<file path="config.mk">
export PLATFORM = sky130hd
export DESIGN_NAME = muldiv_unit
export DESIGN_NICKNAME = d
export VERILOG_FILES = /design/src/rtl/muldiv_unit.sv
export SDC_FILE = /design/constraint.sdc
export NUM_CORES = 1
export LEC_CHECK = 0
export CORE_UTILIZATION = 44
export CTS_CLUSTER_SIZE = 12
export DETAILED_ROUTE_END_ITERATION = 6
export PLACE_DENSITY = 0.65
export SLEW_MARGIN = 40
export SYNTH_ARGS = -nofsm -noshare
export SYNTH_HDL_FRONTEND = slang
export SYNTH_SLANG_ARGS = --single-unit
</file>
<file path="constraint.sdc">
create_clock -name clk -period 3.6 [get_ports clk]
set_clock_uncertainty 0.1 [all_clocks]
set_input_delay 0.36 -clock clk [delete_from_list [all_inputs] [get_ports clk]]
set_output_delay 0.36 -clock clk [all_outputs]
set_load 0.1 [all_outputs]
</file>
<file path="src/rtl/muldiv_unit.sv">
// Iterative RV32M/RV64M multiply/divide unit: one bit per cycle, killable,
// result returned with its destination tag as a single-cycle done pulse.
module muldiv_unit #(
    parameter int unsigned XLEN  = 32,
    parameter int unsigned TAG_W = 5
) (
    input  logic             clk,
    input  logic             reset,
    input  logic             start,
    input  logic [2:0]       op,
    input  logic [XLEN-1:0]  rs1,
    input  logic [XLEN-1:0]  rs2,
    input  logic [TAG_W-1:0] rd_in,
    input  logic             kill,
    output logic             ready,
    output logic             busy,
    output logic             done,
    output logic [XLEN-1:0]  result,
    output logic [TAG_W-1:0] rd_out
);

    localparam int unsigned CNT_W = $clog2(XLEN + 1);
    localparam int unsigned AW    = 2 * XLEN;
    localparam logic [XLEN-1:0] MIN_NEG = {1'b1, {(XLEN-1){1'b0}}};

    typedef enum logic [1:0] {S_IDLE, S_MUL, S_DIV, S_DONE} state_t;

    state_t             state_q, state_d;
    logic [2:0]         op_q, op_d;
    logic [TAG_W-1:0]   rd_q, rd_d;
    logic [XLEN-1:0]    b_q, b_d;
    logic [AW-1:0]      acc_q, acc_d;
    logic [CNT_W-1:0]   cnt_q, cnt_d;
    logic               qneg_q, qneg_d;
    logic               rneg_q, rneg_d;
    logic               raw_q, raw_d;
    logic               ready_q, ready_d;
    logic               busy_q, busy_d;
    logic               done_q, done_d;
    logic [XLEN-1:0]    result_q, result_d;
    logic [TAG_W-1:0]   rd_out_q, rd_out_d;

    // Operand sign decode and magnitude conversion at accept time
    logic            s1_signed, s2_signed, a_neg, b_neg, div_zero, div_ovf;
    logic [XLEN-1:0] a_abs, b_abs, spec_res;

    always_comb begin
        s1_signed = (op == 3'b001) || (op == 3'b010) || (op == 3'b100) || (op == 3'b110);
        s2_signed = (op == 3'b001) || (op == 3'b100) || (op == 3'b110);
        a_neg     = s1_signed && rs1[XLEN-1];
        b_neg     = s2_signed && rs2[XLEN-1];
        a_abs     = a_neg ? -rs1 : rs1;
        b_abs     = b_neg ? -rs2 : rs2;
        div_zero  = (rs2 == '0);
        div_ovf   = op[2] && !op[0] && (rs1 == MIN_NEG) && (rs2 == '1);
        if (div_zero) spec_res = op[1] ? rs1 : '1;
        else          spec_res = op[1] ? '0  : rs1;
    end

    // One iteration of shift-add multiply and restoring divide
    logic [XLEN:0]   mul_sum, div_r, div_t;
    logic            div_ge;
    logic [AW-1:0]   mul_next, div_next;

    always_comb begin
        mul_sum  = {1'b0, acc_q[AW-1:XLEN]} + (acc_q[0] ? {1'b0, b_q} : '0);
        mul_next = {mul_sum, acc_q[XLEN-1:1]};
        div_r    = {acc_q[AW-1:XLEN], acc_q[XLEN-1]};
        div_t    = div_r - {1'b0, b_q};
        div_ge   = !div_t[XLEN];
        div_next = {(div_ge ? div_t[XLEN-1:0] : div_r[XLEN-1:0]), acc_q[XLEN-2:0], div_ge};
    end

    // Sign fix-up of the finished product / quotient / remainder
    logic [AW-1:0]   prod;
    logic [XLEN-1:0] quo_f, rem_f, fin;

    always_comb begin
        prod  = qneg_q ? -acc_q : acc_q;
        quo_f = qneg_q ? -acc_q[XLEN-1:0] : acc_q[XLEN-1:0];
        rem_f = rneg_q ? -acc_q[AW-1:XLEN] : acc_q[AW-1:XLEN];
        if (raw_q)              fin = acc_q[XLEN-1:0];
        else if (!op_q[2])      fin = (op_q[1:0] == 2'b00) ? prod[XLEN-1:0] : prod[AW-1:XLEN];
        else                    fin = op_q[1] ? rem_f : quo_f;
    end

    always_comb begin
        state_d  = state_q;
        op_d     = op_q;
        rd_d     = rd_q;
        b_d      = b_q;
        acc_d    = acc_q;
        cnt_d    = cnt_q;
        qneg_d   = qneg_q;
        rneg_d   = rneg_q;
        raw_d    = raw_q;
        done_d   = 1'b0;
        result_d = '0;
        rd_out_d = '0;

        case (state_q)
            S_IDLE: begin
                if (start) begin
                    op_d   = op;
                    rd_d   = rd_in;
                    b_d    = b_abs;
                    acc_d  = {{XLEN{1'b0}}, a_abs};
                    cnt_d  = CNT_W'(XLEN);
                    qneg_d = a_neg ^ b_neg;
                    rneg_d = a_neg;
                    raw_d  = 1'b0;
                    if (op[2] && (div_zero || div_ovf)) begin
                        raw_d   = 1'b1;
                        acc_d   = {{XLEN{1'b0}}, spec_res};
                        state_d = S_DONE;
                    end else begin
                        state_d = op[2] ? S_DIV : S_MUL;
                    end
                end
            end
            S_MUL: begin
                acc_d = mul_next;
                cnt_d = cnt_q - CNT_W'(1);
                if (cnt_q == CNT_W'(1)) state_d = S_DONE;
            end
            S_DIV: begin
                acc_d = div_next;
                cnt_d = cnt_q - CNT_W'(1);
                if (cnt_q == CNT_W'(1)) state_d = S_DONE;
            end
            S_DONE: begin
                done_d   = 1'b1;
                result_d = fin;
                rd_out_d = rd_q;
                state_d  = S_IDLE;
            end
            default: state_d = S_IDLE;
        endcase

        // Flush overrides everything, including a same-cycle request
        if (kill) begin
            state_d  = S_IDLE;
            done_d   = 1'b0;
            result_d = '0;
            rd_out_d = '0;
        end

        ready_d = (state_d == S_IDLE);
        busy_d  = !ready_d;
    end

    always_ff @(posedge clk or negedge reset) begin
        if (!reset) begin
            state_q  <= S_IDLE;
            op_q     <= '0;
            rd_q     <= '0;
            b_q      <= '0;
            acc_q    <= '0;
            cnt_q    <= '0;
            qneg_q   <= 1'b0;
            rneg_q   <= 1'b0;
            raw_q    <= 1'b0;
            ready_q  <= 1'b1;
            busy_q   <= 1'b0;
            done_q   <= 1'b0;
            result_q <= '0;
            rd_out_q <= '0;
        end else begin
            state_q  <= state_d;
            op_q     <= op_d;
            rd_q     <= rd_d;
            b_q      <= b_d;
            acc_q    <= acc_d;
            cnt_q    <= cnt_d;
            qneg_q   <= qneg_d;
            rneg_q   <= rneg_d;
            raw_q    <= raw_d;
            ready_q  <= ready_d;
            busy_q   <= busy_d;
            done_q   <= done_d;
            result_q <= result_d;
            rd_out_q <= rd_out_d;
        end
    end

    assign ready  = ready_q;
    assign busy   = busy_q;
    assign done   = done_q;
    assign result = result_q;
    assign rd_out = rd_out_q;

endmodule

</file>
==> insert_results.sql, run 1 <==
INSERT INTO impl_metrics (metric_group, metric, value, unit) VALUES
('worst_setup_path', 'crit_type', 'reg -> reg', ''),
('grt', 'first_global_vias', '14877', ''),
('power', 'max-vdd-ir-drop', '416', 'uV'),
('status', 'run_status', 'completed', ''),
('place', 'port-buffer-count', '115', ''),
('grt', 'grt_pass1_wl', '84.0', 'mm'),
('layout', 'areaGrowthSynthToFinish', '21.9', '%'),
('grt', 'globalRoute.totalOverflow', '0', ''),
('logic_synthesis', 'synthCells', '1918', ''),
('sta', 'max_slew_margin', '39.9', '%'),
('clocking', 'cts_max_level', '4', ''),
('grt', 'grt_start_max_net_pins', '62', ''),
('layout', 'area.sequential', '3880', 'um2'),
('route', 'drt_iter0_drc', '1562', ''),
('sta', 'post_route_fraction_of_the_period_consumed_by_the_critical_path', '97.6', '%'),
('run', 'maxCapViolCount', '0', ''),
('layout', 'nNetsFinal', '2250', ''),
('route', 'route.detailed.vias_per_inst', '6.12', ''),
('worst_setup_path', 'worst_ep_arrival_time', '3770', 'ps'),
('layout', 'post_route_cells_drive_above_1_share', '16.0', '%'),
('route', 'finalWirelength', '53.5', 'mm'),
('worst_setup_path', 'worstRegToRegCells', '9', ''),
('logic_synthesis', 'synthDominantCellAreaShare', '25.9', '%'),
('clocking', 'cts-root-to-sink-buffers', '2', ''),
('logic_synthesis', 'yosys_warnings', '0', ''),
('logic_synthesis', 'syn-cell-area', '14900', 'um2'),
('die', 'dieArea', '34500', 'um2'),
('power', 'sw_frac_of_total', '45.3', '%'),
('clocking', 'clk-insertion-delay-late', '450', 'ps'),
('logic_synthesis', 'asyncSetResetFlopFracSynth', '100', '%'),
('power', 'p_leak', '8.16', 'nW'),
('die', 'floorplan.core_area', '32900', 'um2'),
('sta', 'setup_slack_after_layout', '87.0', 'ps'),
('power', 'combinational_share_of_power', '50.8', '%'),
('grt', 'antenna_found_initial', '0', ''),
('clocking', 'clk_pin_slew', '70', 'ps'),
('place', 'gp_routability_congestion', '1.05', ''),
('die', 'rows', '66', ''),
('route', 'avgRoutedWirePerCell', '21.0', 'um'),
('logic_synthesis', 'flops_latches_synth', '155', ''),
('power', 'cell_internal_pwr', '4.95', 'mW'),
('logic_synthesis', 'syn_avg_cell_area', '7.76', 'um2'),
('sta', 'rsz_0062_raised_after_global_routing', 'yes', ''),
('layout', 'multiInputGateArea', '10300', 'um2'),
('sta', 'max_freq', '285', 'MHz'),
('logic_synthesis', 'post_synth_edffs', '0', ''),
('logic_synthesis', 'synth_nets', '2071', ''),
('clocking', 'cts_num_sinks', '155', ''),
('clocking', 'cts-buffers-inserted', '17', ''),
('logic_synthesis', 'netlist_top_cells_area', 'dfrtp_1, o21ai_0, ha_1', ''),
('logic_synthesis', 'yosys.cell_count.top_type', 'o21ai_0', ''),
('place', 'place_hpwl', '41.3', 'mm'),
('route', 'num_vias', '15620', ''),
('logic_synthesis', 'synth-seq-area-share', '26.1', '%'),
('place', 'placement.setup.worst_slack', '-197', 'ps'),
('hold_path', 'hp-class', 'in -> async', ''),
('clocking', 'cts_tree', 'done', ''),
('sta', 'timing.final.max_slew_violations', '0', ''),
('logic_synthesis', 'yosysUniqueCellTypes', '81', ''),
('worst_setup_path', 'r2r-end', 'result[20]', ''),
('die', 'floorplan.initialDensity', '45.3', '%'),
('die', 'die_w', '186', 'um'),
('worst_setup_path', 'cp_data_required_time', '3860', 'ps'),
('worst_setup_path', 'r2r-start', 'acc_q[18]', ''),
('worst_setup_path', 'crit_path_start_kind', 'register', ''),
('power', 'netSwitchingPower', '4.09', 'mW'),
('power', 'clock_power_share', '21.7', '%'),
('logic_synthesis', 'synth_largest_area_cell', 'dfrtp_1', ''),
('sta', 'total_count_of_hold_check_failures_in_the_final_report', '0', ''),
('power', 'power_density', '499', 'nW/um2'),
('layout', 'antenna_cells_inserted', '0', '');
-- cell type report --
type,count,area share (%)
clock inverters,15,1.08
flip-flops and latches,155,21.4
repair buffers,305,13.5
multi-input cells,1535,56.9
well taps,442,3.05
inverters,83,1.72
clock buffers,17,2.35
-- layer usage --
metal  vias to the layer above  wire [um]  GRT usage [%]
li1                       7381          -              -
met4                         0       1490           10.8
met5                         -          0              0
met1                      7427      23900           44.1
met2                       730      23500           48.4
met3                        82       4610           6.61
-- timing repair --
action                                  CTS  global route
pin swaps                                 1            14
hold endpoints to repair                 57             0
hold buffers                              1             0
endpoints found under the setup margin    4            45
buffers inserted                          0             3
gates resized for setup                   5            37
-- registers in the layout, summed over array words and instances (netlist names) --
register / cells
acc_q: 64
b_q: 32
result: 32
cnt_q: 6
rd_out: 5
rd_q: 5
op_q: 3
state_q: 2
busy: 1
done: 1
qneg_q: 1
raw_q: 1
ready: 1
rneg_q: 1
-- metrics by stage --
step / util, % / hold WS [ps] / setup TNS [ps] / instances / area [um2]
5_1_grt: 55.2 / 384 / -178 / 2552 / 18100
3_3_place_gp: 53.2 / 283 / -218 / 2516 / 17500
3_5_place_dp: 52.6 / 285 / -378 / 2516 / 17300
2_1_floorplan: - / -35.6 / 0 / 1918 / 14900
6_report: 55.2 / 366 / 0 / 2552 / 18100
4_1_cts: 54.6 / 372 / 0 / 2549 / 17900
-- cell usage in the layout, fill, tap and decap left out, drive strengths merged, types with 12 or more instances in the layout --
master / synthesis / final
o311ai: 13 / 13
nand3: 53 / 53
xnor2: 78 / 78
a21o: 25 / 25
o221ai: 18 / 18
o21a: 12 / 12
o31ai: 37 / 37
nor2: 151 / 151
o211ai: 14 / 14
o21bai: 13 / 13
maj3: 15 / 15
nand2: 167 / 167
a22oi: 46 / 46
clkdlybuf4s50: 0 / 74
and2: 13 / 13
a31oi: 13 / 13
clkbuf: 129 / 17
nand4: 18 / 18
a21oi: 125 / 125
mux2i: 31 / 31
ha: 75 / 75
or4: 21 / 21
o21ai: 200 / 200
or3: 31 / 31
nor3: 42 / 42
and3: 14 / 14
o41ai: 13 / 13
a221oi: 17 / 17
o22ai: 12 / 12
a211oi: 31 / 31
nand2b: 18 / 18
buf: 16 / 230
inv: 81 / 91
nor4: 14 / 14
xor2: 89 / 89
dfrtp: 154 / 154
-- worst max-delay path: stages (launching register included) --
cell      delay (ps)
dfrtp_1          390
or4_4            550
or4b_4           530
or4_4            520
or2_4            310
o21ai_0          220
xor2_1           120
a221oi_2         390
a21oi_1          110
o21ai_1          190
-- worst max path at each step --
stage / from / endpoint / slack [ps] / cells past startpoint
after CTS: acc_q[31] / acc_q[63] / 20 / 13
after global routing: acc_q[0] / acc_q[58] / -90 / 14
final: acc_q[18] / result[20] / 90 / 9
after global placement: acc_q[18] / result[20] / -150 / 9
after floorplan: acc_q[31] / acc_q[39] / 30 / 15
after detailed placement: acc_q[18] / result[20] / -200 / 9
-- power groups by stage --
stage	Combinational (mW)	Sequential, mW	Clock [mW]
3_3_place_gp	4.38	2.48	0
5_1_grt	4.97	2.52	2.06
3_5_place_dp	4.41	2.49	0
4_1_cts	4.44	2.46	2.00
2_1_floorplan	2.78	2.38	0
6_report	4.59	2.48	1.96
-- cells by family after synthesis --
kind of cell    Yosys count  share of synthesized area [%]
xor+xnor                167                           9.83
simple gates            588                           19.3
flops                   155                           26.1
compound gates          646                           28.4
mux                      42                           2.92
fa+ha+maj                92                           7.59
buf+inv                 228                           5.85
No activity file was read; power rests on OpenSTA's default activity.
==> run 2: changes to the inputs <==
MAX_ROUTING_LAYER = met4   (was default)
==> insert_results.sql, run 2 (synthesis gave the netlist of run 1 again) <==
INSERT INTO impl_metrics (metric_group, metric, value, unit) VALUES
('worst_setup_path', 'slowest_stage', 'or4_4', ''),
('route', 'finalWirelength', '54.7', 'mm'),
('worst_setup_path', 'cp_data_required_time', '3820', 'ps'),
('route', 'avgRoutedWirePerCell', '21.3', 'um'),
('grt', 'grt_start_max_net_pins', '87', ''),
('layout', 'antenna_cells_inserted', '0', ''),
('layout', 'stdcell_count', '2571', ''),
('worst_setup_path', 'cp_delay_by_family_top', 'simple AND/OR/NAND/NOR gates', ''),
('clocking', 'cts_tree', 'done', ''),
('die', 'rows', '66', ''),
('clocking', 'cts_num_sinks', '155', ''),
('power', 'max-vdd-ir-drop', '394', 'uV'),
('sta', 'max_slew_margin', '40.4', '%'),
('sta', 'timing.final.max_slew_violations', '0', ''),
('hold_path', 'hp-class', 'reg -> reg', ''),
('layout', 'layout_common_cells', 'buf_4, o21ai_0, nand2_1, dfrtp_1, nor2_1', ''),
('layout', 'largest_reg_flops', '64', ''),
('layout', 'areaGrowthSynthToFinish', '22.2', '%'),
('place', 'placement.setup.worst_slack', '-108', 'ps'),
('layout', 'nNetsFinal', '2269', ''),
('route', 'antenna_violating_nets_post_route', '0', ''),
('sta', 'setup-violations-final', '0', ''),
('sta', 'post_route_fraction_of_the_period_consumed_by_the_critical_path', '98.0', '%'),
('route', 'drt_iter0_drc', '1923', ''),
('place', 'numPlacedInstances', '2529', ''),
('layout', 'largest-register', 'acc_q', ''),
('clocking', 'cts-root-to-sink-buffers', '2', ''),
('die', 'dieArea', '34500', 'um2'),
('sta', 'timing.final.crit_period', '3530', 'ps'),
('status', 'run_status', 'completed', ''),
('sta', 'max_slew.worst_pin.slew', '882', 'ps'),
('route', 'num_vias', '15850', ''),
('grt', 'global_route.usage.total', '32.9', '%'),
('worst_setup_path', 'critical_path.n_buffers_inverters', '0', ''),
('run', 'maxCapViolCount', '0', ''),
('worst_setup_path', 'cp_max_fanout', '4', ''),
('grt', 'first_global_vias', '14720', ''),
('route', 'first_pass_iters', '6', ''),
('clocking', 'clk-insertion-delay-late', '460', 'ps'),
('die', 'io_pins', '116', ''),
('clocking', 'root_cell_of_the_clock_tree', 'clkbuf_16', ''),
('sta', 'total_count_of_hold_check_failures_in_the_final_report', '0', ''),
('sta', 'setup_slack_after_layout', '70.6', 'ps'),
('worst_setup_path', 'cp_cell_sequence', 'or4_4 > or4b_4 > or4_4 > or3_4 > nand2_2 > nor2_1 > a311o_1 > a221oi_2 > a211oi_1', ''),
('place', 'place_hpwl', '42.2', 'mm'),
('grt', 'grt_pass1_wl', '84.3', 'mm'),
('die', 'floorplan.initialDensity', '45.3', '%'),
('layout', 'post_route_cells_drive_above_1_share', '16.5', '%'),
('layout', 'utilization', '55.3', '%'),
('grt', 'globalRoute.totalOverflow', '0', ''),
('power', 'total_power', '9.00', 'mW'),
('grt', 'antenna_found_initial', '0', ''),
('power', 'power_density', '495', 'nW/um2'),
('layout', 'design_area', '18200', 'um2'),
('sta', 'fin_worst_hold_slack', '378', 'ps'),
('clocking', 'cts_max_level', '4', ''),
('route', 'drcViolationCount', '0', ''),
('worst_setup_path', 'crit_type', 'reg -> reg', ''),
('clocking', 'cts-buffers-inserted', '17', ''),
('place', 'post_dp_cell_area', '17400', 'um2'),
('die', 'floorplan.core_area', '32900', 'um2'),
('place', 'port-buffer-count', '115', ''),
('sta', 'setup_total_neg_slack', '0', 'ps'),
('layout', 'most_common_cell_after_layout_fill_and_taps_aside', 'buf_4', ''),
('worst_setup_path', 'crit_path_start_kind', 'register', ''),
('worst_setup_path', 'cp-end-kind', 'register', ''),
('route', 'route.detailed.vias_per_inst', '6.16', ''),
('die', 'die_w', '186', 'um'),
('worst_setup_path', 'critical_path.most_common_cell', 'or4_4', ''),
('power', 'p_leak', '8.22', 'nW'),
('clocking', 'clk_pin_slew', '70', 'ps'),
('worst_setup_path', 'delay_of_the_slowest_critical_path_stage', '580', 'ps'),
('worst_setup_path', 'worst_ep_arrival_time', '3750', 'ps'),
('place', 'gp_routability_congestion', '1.00', ''),
('die', 'fp.dieH', '186', 'um'),
('sta', 'max_freq', '283', 'MHz');
-- run 2: cell count changes in the layout (fill, tap and decap cells not counted), sizes merged --
| cell | previous run | this run |
|---|---|---|
| buf | 230 | 248 |
| clkinvlp | 1 | 2 |
| inv | 91 | 90 |
| clkbuf | 17 | 18 |
| clkinv | 3 | 5 |
| bufinv | 3 | 1 |
-- run 2: report_power, final --
part,internal (mW),switching (mW)
Combinational,1.79,2.89
Sequential,2.07,0.405
Clock,0.977,0.862
Total,4.84,4.16
-- run 2: final timing paths --
path,startpoint,endpoint,slack [ps],cells after the start
worst min-delay path,rd_q[3],rd_out[3],380,1
worst max register to register,acc_q[18],result[14],70,9
worst min register to register,rd_q[3],rd_out[3],380,1
max in group asynchronous,reset,acc_q[62],2160,4
min in group asynchronous,reset,result[17],410,2
worst max-delay path,acc_q[18],result[14],70,9
-- run 2: layout make-up --
| type | instances | area, um2 |
|---|---|---|
| Clock buffer | 17 | 425 |
| Clock inverter | 15 | 151 |
| Fill cell | 3200 | 14700 |
| Inverter | 83 | 312 |
| Multi-Input combinational cell | 1535 | 10300 |
| Sequential cell | 155 | 3880 |
| Tap cell | 442 | 553 |
| Timing Repair Buffer | 324 | 2580 |
-- run 2: per-layer routing --
layer / up-vias / share of wire [%] / track usage [%]
met5: - / 0 / -
met4: 0 / 3.3 / 11.4
met3: 98 / 8.5 / 6.83
met2: 746 / 43 / 47.6
met1: 7564 / 45 / 45.2
li1: 7442 / - / -
-- run 2: what timing repair did --
action / CTS / global route
gates resized for setup: 6 / 27
hold buffers: 1 / 0
endpoints found under the hold margin: 82 / 0
buffers inserted: 4 / 5
pin swaps: 3 / 6
endpoints found under the setup margin: 8 / 41
==> run 3: changes to the inputs <==
CORE_MARGIN = 3   (was default)
==> insert_results.sql, run 3 (synthesis gave the netlist of run 1 again) <==
INSERT INTO impl_metrics (metric_group, metric, value, unit) VALUES
('status', 'run_status', 'finished with violations', ''),
('status', 'violations_in_the_final_reports', 'setup timing', ''),
('hold_path', 'hp-class', 'reg -> reg', ''),
('route', 'route.detailed.vias_per_inst', '6.18', ''),
('worst_setup_path', 'cp_data_required_time', '3840', 'ps'),
('clocking', 'clk-insertion-delay-late', '450', 'ps'),
('clocking', 'clk_pin_slew', '80', 'ps'),
('die', 'io_pins', '116', ''),
('power', 'p_leak', '8.21', 'nW'),
('route', 'num_vias', '15815', ''),
('die', 'rows', '66', ''),
('grt', 'grt_start_max_net_pins', '65', ''),
('grt', 'antenna_found_initial', '0', ''),
('route', 'finalWirelength', '55.4', 'mm'),
('worst_setup_path', 'crit_type', 'reg -> reg', ''),
('die', 'fp.dieH', '190', 'um'),
('sta', 'setup_total_neg_slack', '-303', 'ps'),
('clocking', 'cts-root-to-sink-buffers', '2', ''),
('sta', 'max_freq', '275', 'MHz'),
('worst_setup_path', 'delay_of_the_slowest_critical_path_stage', '570', 'ps'),
('clocking', 'cts_max_level', '4', ''),
('clocking', 'cts_num_sinks', '155', ''),
('route', 'first_pass_iters', '6', ''),
('clocking', 'cts-buffers-inserted', '17', ''),
('worst_setup_path', 'cp_delay_by_family_top', 'compound AO/OA/AOI/OAI gates', ''),
('layout', 'largest_reg_flops', '64', ''),
('sta', 'setup-violations-final', '14', ''),
('layout', 'design_area', '18300', 'um2'),
('sta', 'setup_slack_after_layout', '-40.4', 'ps'),
('place', 'gp_routability_congestion', '1.03', ''),
('place', 'numPlacedInstances', '2516', ''),
('route', 'avgRoutedWirePerCell', '21.6', 'um'),
('worst_setup_path', 'crit_path_start_kind', 'register', ''),
('place', 'port-buffer-count', '115', ''),
('worst_setup_path', 'critical_path.most_common_cell', 'inv_2', ''),
('hold_path', 'timing.hold.worst.start', 'rd_q[3]', ''),
('worst_setup_path', 'cp-end-kind', 'register', ''),
('grt', 'global_route.usage.total', '31.0', '%'),
('sta', 'total_count_of_hold_check_failures_in_the_final_report', '0', ''),
('die', 'dieArea', '36100', 'um2'),
('power', 'max-vdd-ir-drop', '399', 'uV'),
('place', 'place_hpwl', '42.4', 'mm'),
('power', 'power_density', '496', 'nW/um2'),
('sta', 'post_route_fraction_of_the_period_consumed_by_the_critical_path', '101', '%'),
('layout', 'area.sequential', '3880', 'um2'),
('route', 'drt_iter0_drc', '1610', ''),
('grt', 'globalRoute.totalOverflow', '0', ''),
('route', 'antenna_violating_nets_post_route', '0', ''),
('layout', 'areaGrowthSynthToFinish', '23.0', '%'),
('sta', 'max_slew.worst_pin.slew', '806', 'ps'),
('layout', 'multiInputGateArea', '10400', 'um2'),
('clocking', 'root_cell_of_the_clock_tree', 'clkbuf_16', ''),
('worst_setup_path', 'worst_ep_arrival_time', '3880', 'ps'),
('layout', 'nFillCells', '3108', ''),
('layout', 'layout_common_cells', 'buf_4, o21ai_0, nand2_1, dfrtp_1, nor2_1', ''),
('layout', 'antenna_cells_inserted', '0', ''),
('layout', 'post_route_cells_drive_above_1_share', '16.9', '%'),
('layout', 'most_common_cell_after_layout_fill_and_taps_aside', 'buf_4', ''),
('sta', 'rsz_0062_raised_after_global_routing', 'yes', ''),
('grt', 'grt_pass1_wl', '85.9', 'mm'),
('worst_setup_path', 'cp_cell_sequence', 'inv_2 > ha_4 > inv_2 > fa_2 > a211oi_2 > o21bai_2 > o22ai_2 > o31ai_4 > a41o_2 > a31o_4 > a211oi_4 > buf_12 > clkbuf_16 > mux2i_1 > o21ai_1', ''),
('layout', 'nNetsFinal', '2258', ''),
('sta', 'timing.final.crit_period', '3640', 'ps'),
('grt', 'first_global_vias', '15220', ''),
('worst_setup_path', 'r2r-start', 'acc_q[31]', ''),
('sta', 'fin_worst_hold_slack', '374', 'ps'),
('place', 'post_dp_cell_area', '17300', 'um2'),
('die', 'die_w', '190', 'um'),
('layout', 'stdcell_count', '2560', ''),
('route', 'drcViolationCount', '0', ''),
('worst_setup_path', 'critical_path.n_buffers_inverters', '4', ''),
('worst_setup_path', 'cp_max_fanout', '8', ''),
('sta', 'timing.final.max_slew_violations', '0', ''),
('die', 'floorplan.core_area', '32900', 'um2'),
('run', 'maxCapViolCount', '0', ''),
('worst_setup_path', 'critical_path.startpoint', 'acc_q[31]', ''),
('die', 'floorplan.initialDensity', '45.1', '%'),
('worst_setup_path', 'slowest_stage', 'a211oi_4', ''),
('sta', 'max_slew_margin', '46.2', '%'),
('power', 'total_power', '9.07', 'mW'),
('layout', 'largest-register', 'acc_q', ''),
('clocking', 'cts_tree', 'done', '');
## run 3: cell count changes in the layout (fill, tap and decap cells not counted), moves of 4 or more
cell,change
buf_4,-14
o21ai_0,-14
o21ai_1,+13
inv_8,+4
nand3_1,-4
nand3_2,+4
## run 3: final timing paths
kind / endpoint / slack, ps / depth (start not counted)
worst max register to register: acc_q[44] / -40 / 15
worst min-delay path: rd_out[3] / 370 / 1
worst max-delay path: acc_q[44] / -40 / 15
max in group asynchronous: acc_q[4] / 2140 / 3
worst min register to register: rd_out[3] / 370 / 1
min in group asynchronous: result[18] / 380 / 2
## run 3: layout make-up
cell class | count | area share [%]
well taps | 442 | 3.02
clock inverters | 15 | 0.944
inverters | 83 | 1.70
repair buffers | 313 | 13.9
flip-flops and latches | 155 | 21.2
multi-input cells | 1535 | 56.9
clock buffers | 17 | 2.32
## run 3: layer usage
| layer | share of wire (%) | global-route usage, % | up-vias |
|---|---|---|---|
| li1 | - | - | 7406 |
| met1 | 47 | 44.8 | 7595 |
| met2 | 43 | 44.6 | 713 |
| met3 | 7.8 | 4.77 | 101 |
| met4 | 3.0 | 9.50 | 0 |
| met5 | 0 | - | - |
## run 3: power breakdown
| group | switching, mW | internal (mW) |
|---|---|---|
| Clock | 0.884 | 0.995 |
| Sequential | 0.376 | 2.07 |
| Combinational | 2.94 | 1.81 |
| Total | 4.20 | 4.88 |
## run 3: per-stage QoR
step | setup slack, ps | utilization [%]
final | -40.4 | 55.5
after global routing | -175 | 55.5
after CTS | -5.82 | 54.4
after detailed placement | -210 | 52.5
after global placement | -166 | 53.1
after floorplan | 28.2 | -
## run 3: worst register-to-register path: stages (launching register included)
cell       delay (ps)
dfrtp_1           390
inv_2              80
ha_4              130
inv_2              40
fa_2              410
a211oi_2          250
o21bai_2          100
o22ai_2           200
o31ai_4            90
a41o_2            320
a31o_4            230
a211oi_4          570
buf_12            180
clkbuf_16         160
mux2i_1           210
o21ai_1            70
## run 3: timing repair
item                                    CTS  global route
hold buffers                              1             0
gates cloned                              0             2
hold endpoints to repair                 61             0
endpoints found under the setup margin   10            42
pin swaps                                 0            24
setup buffers                             0             9
gates resized for setup                   9            65
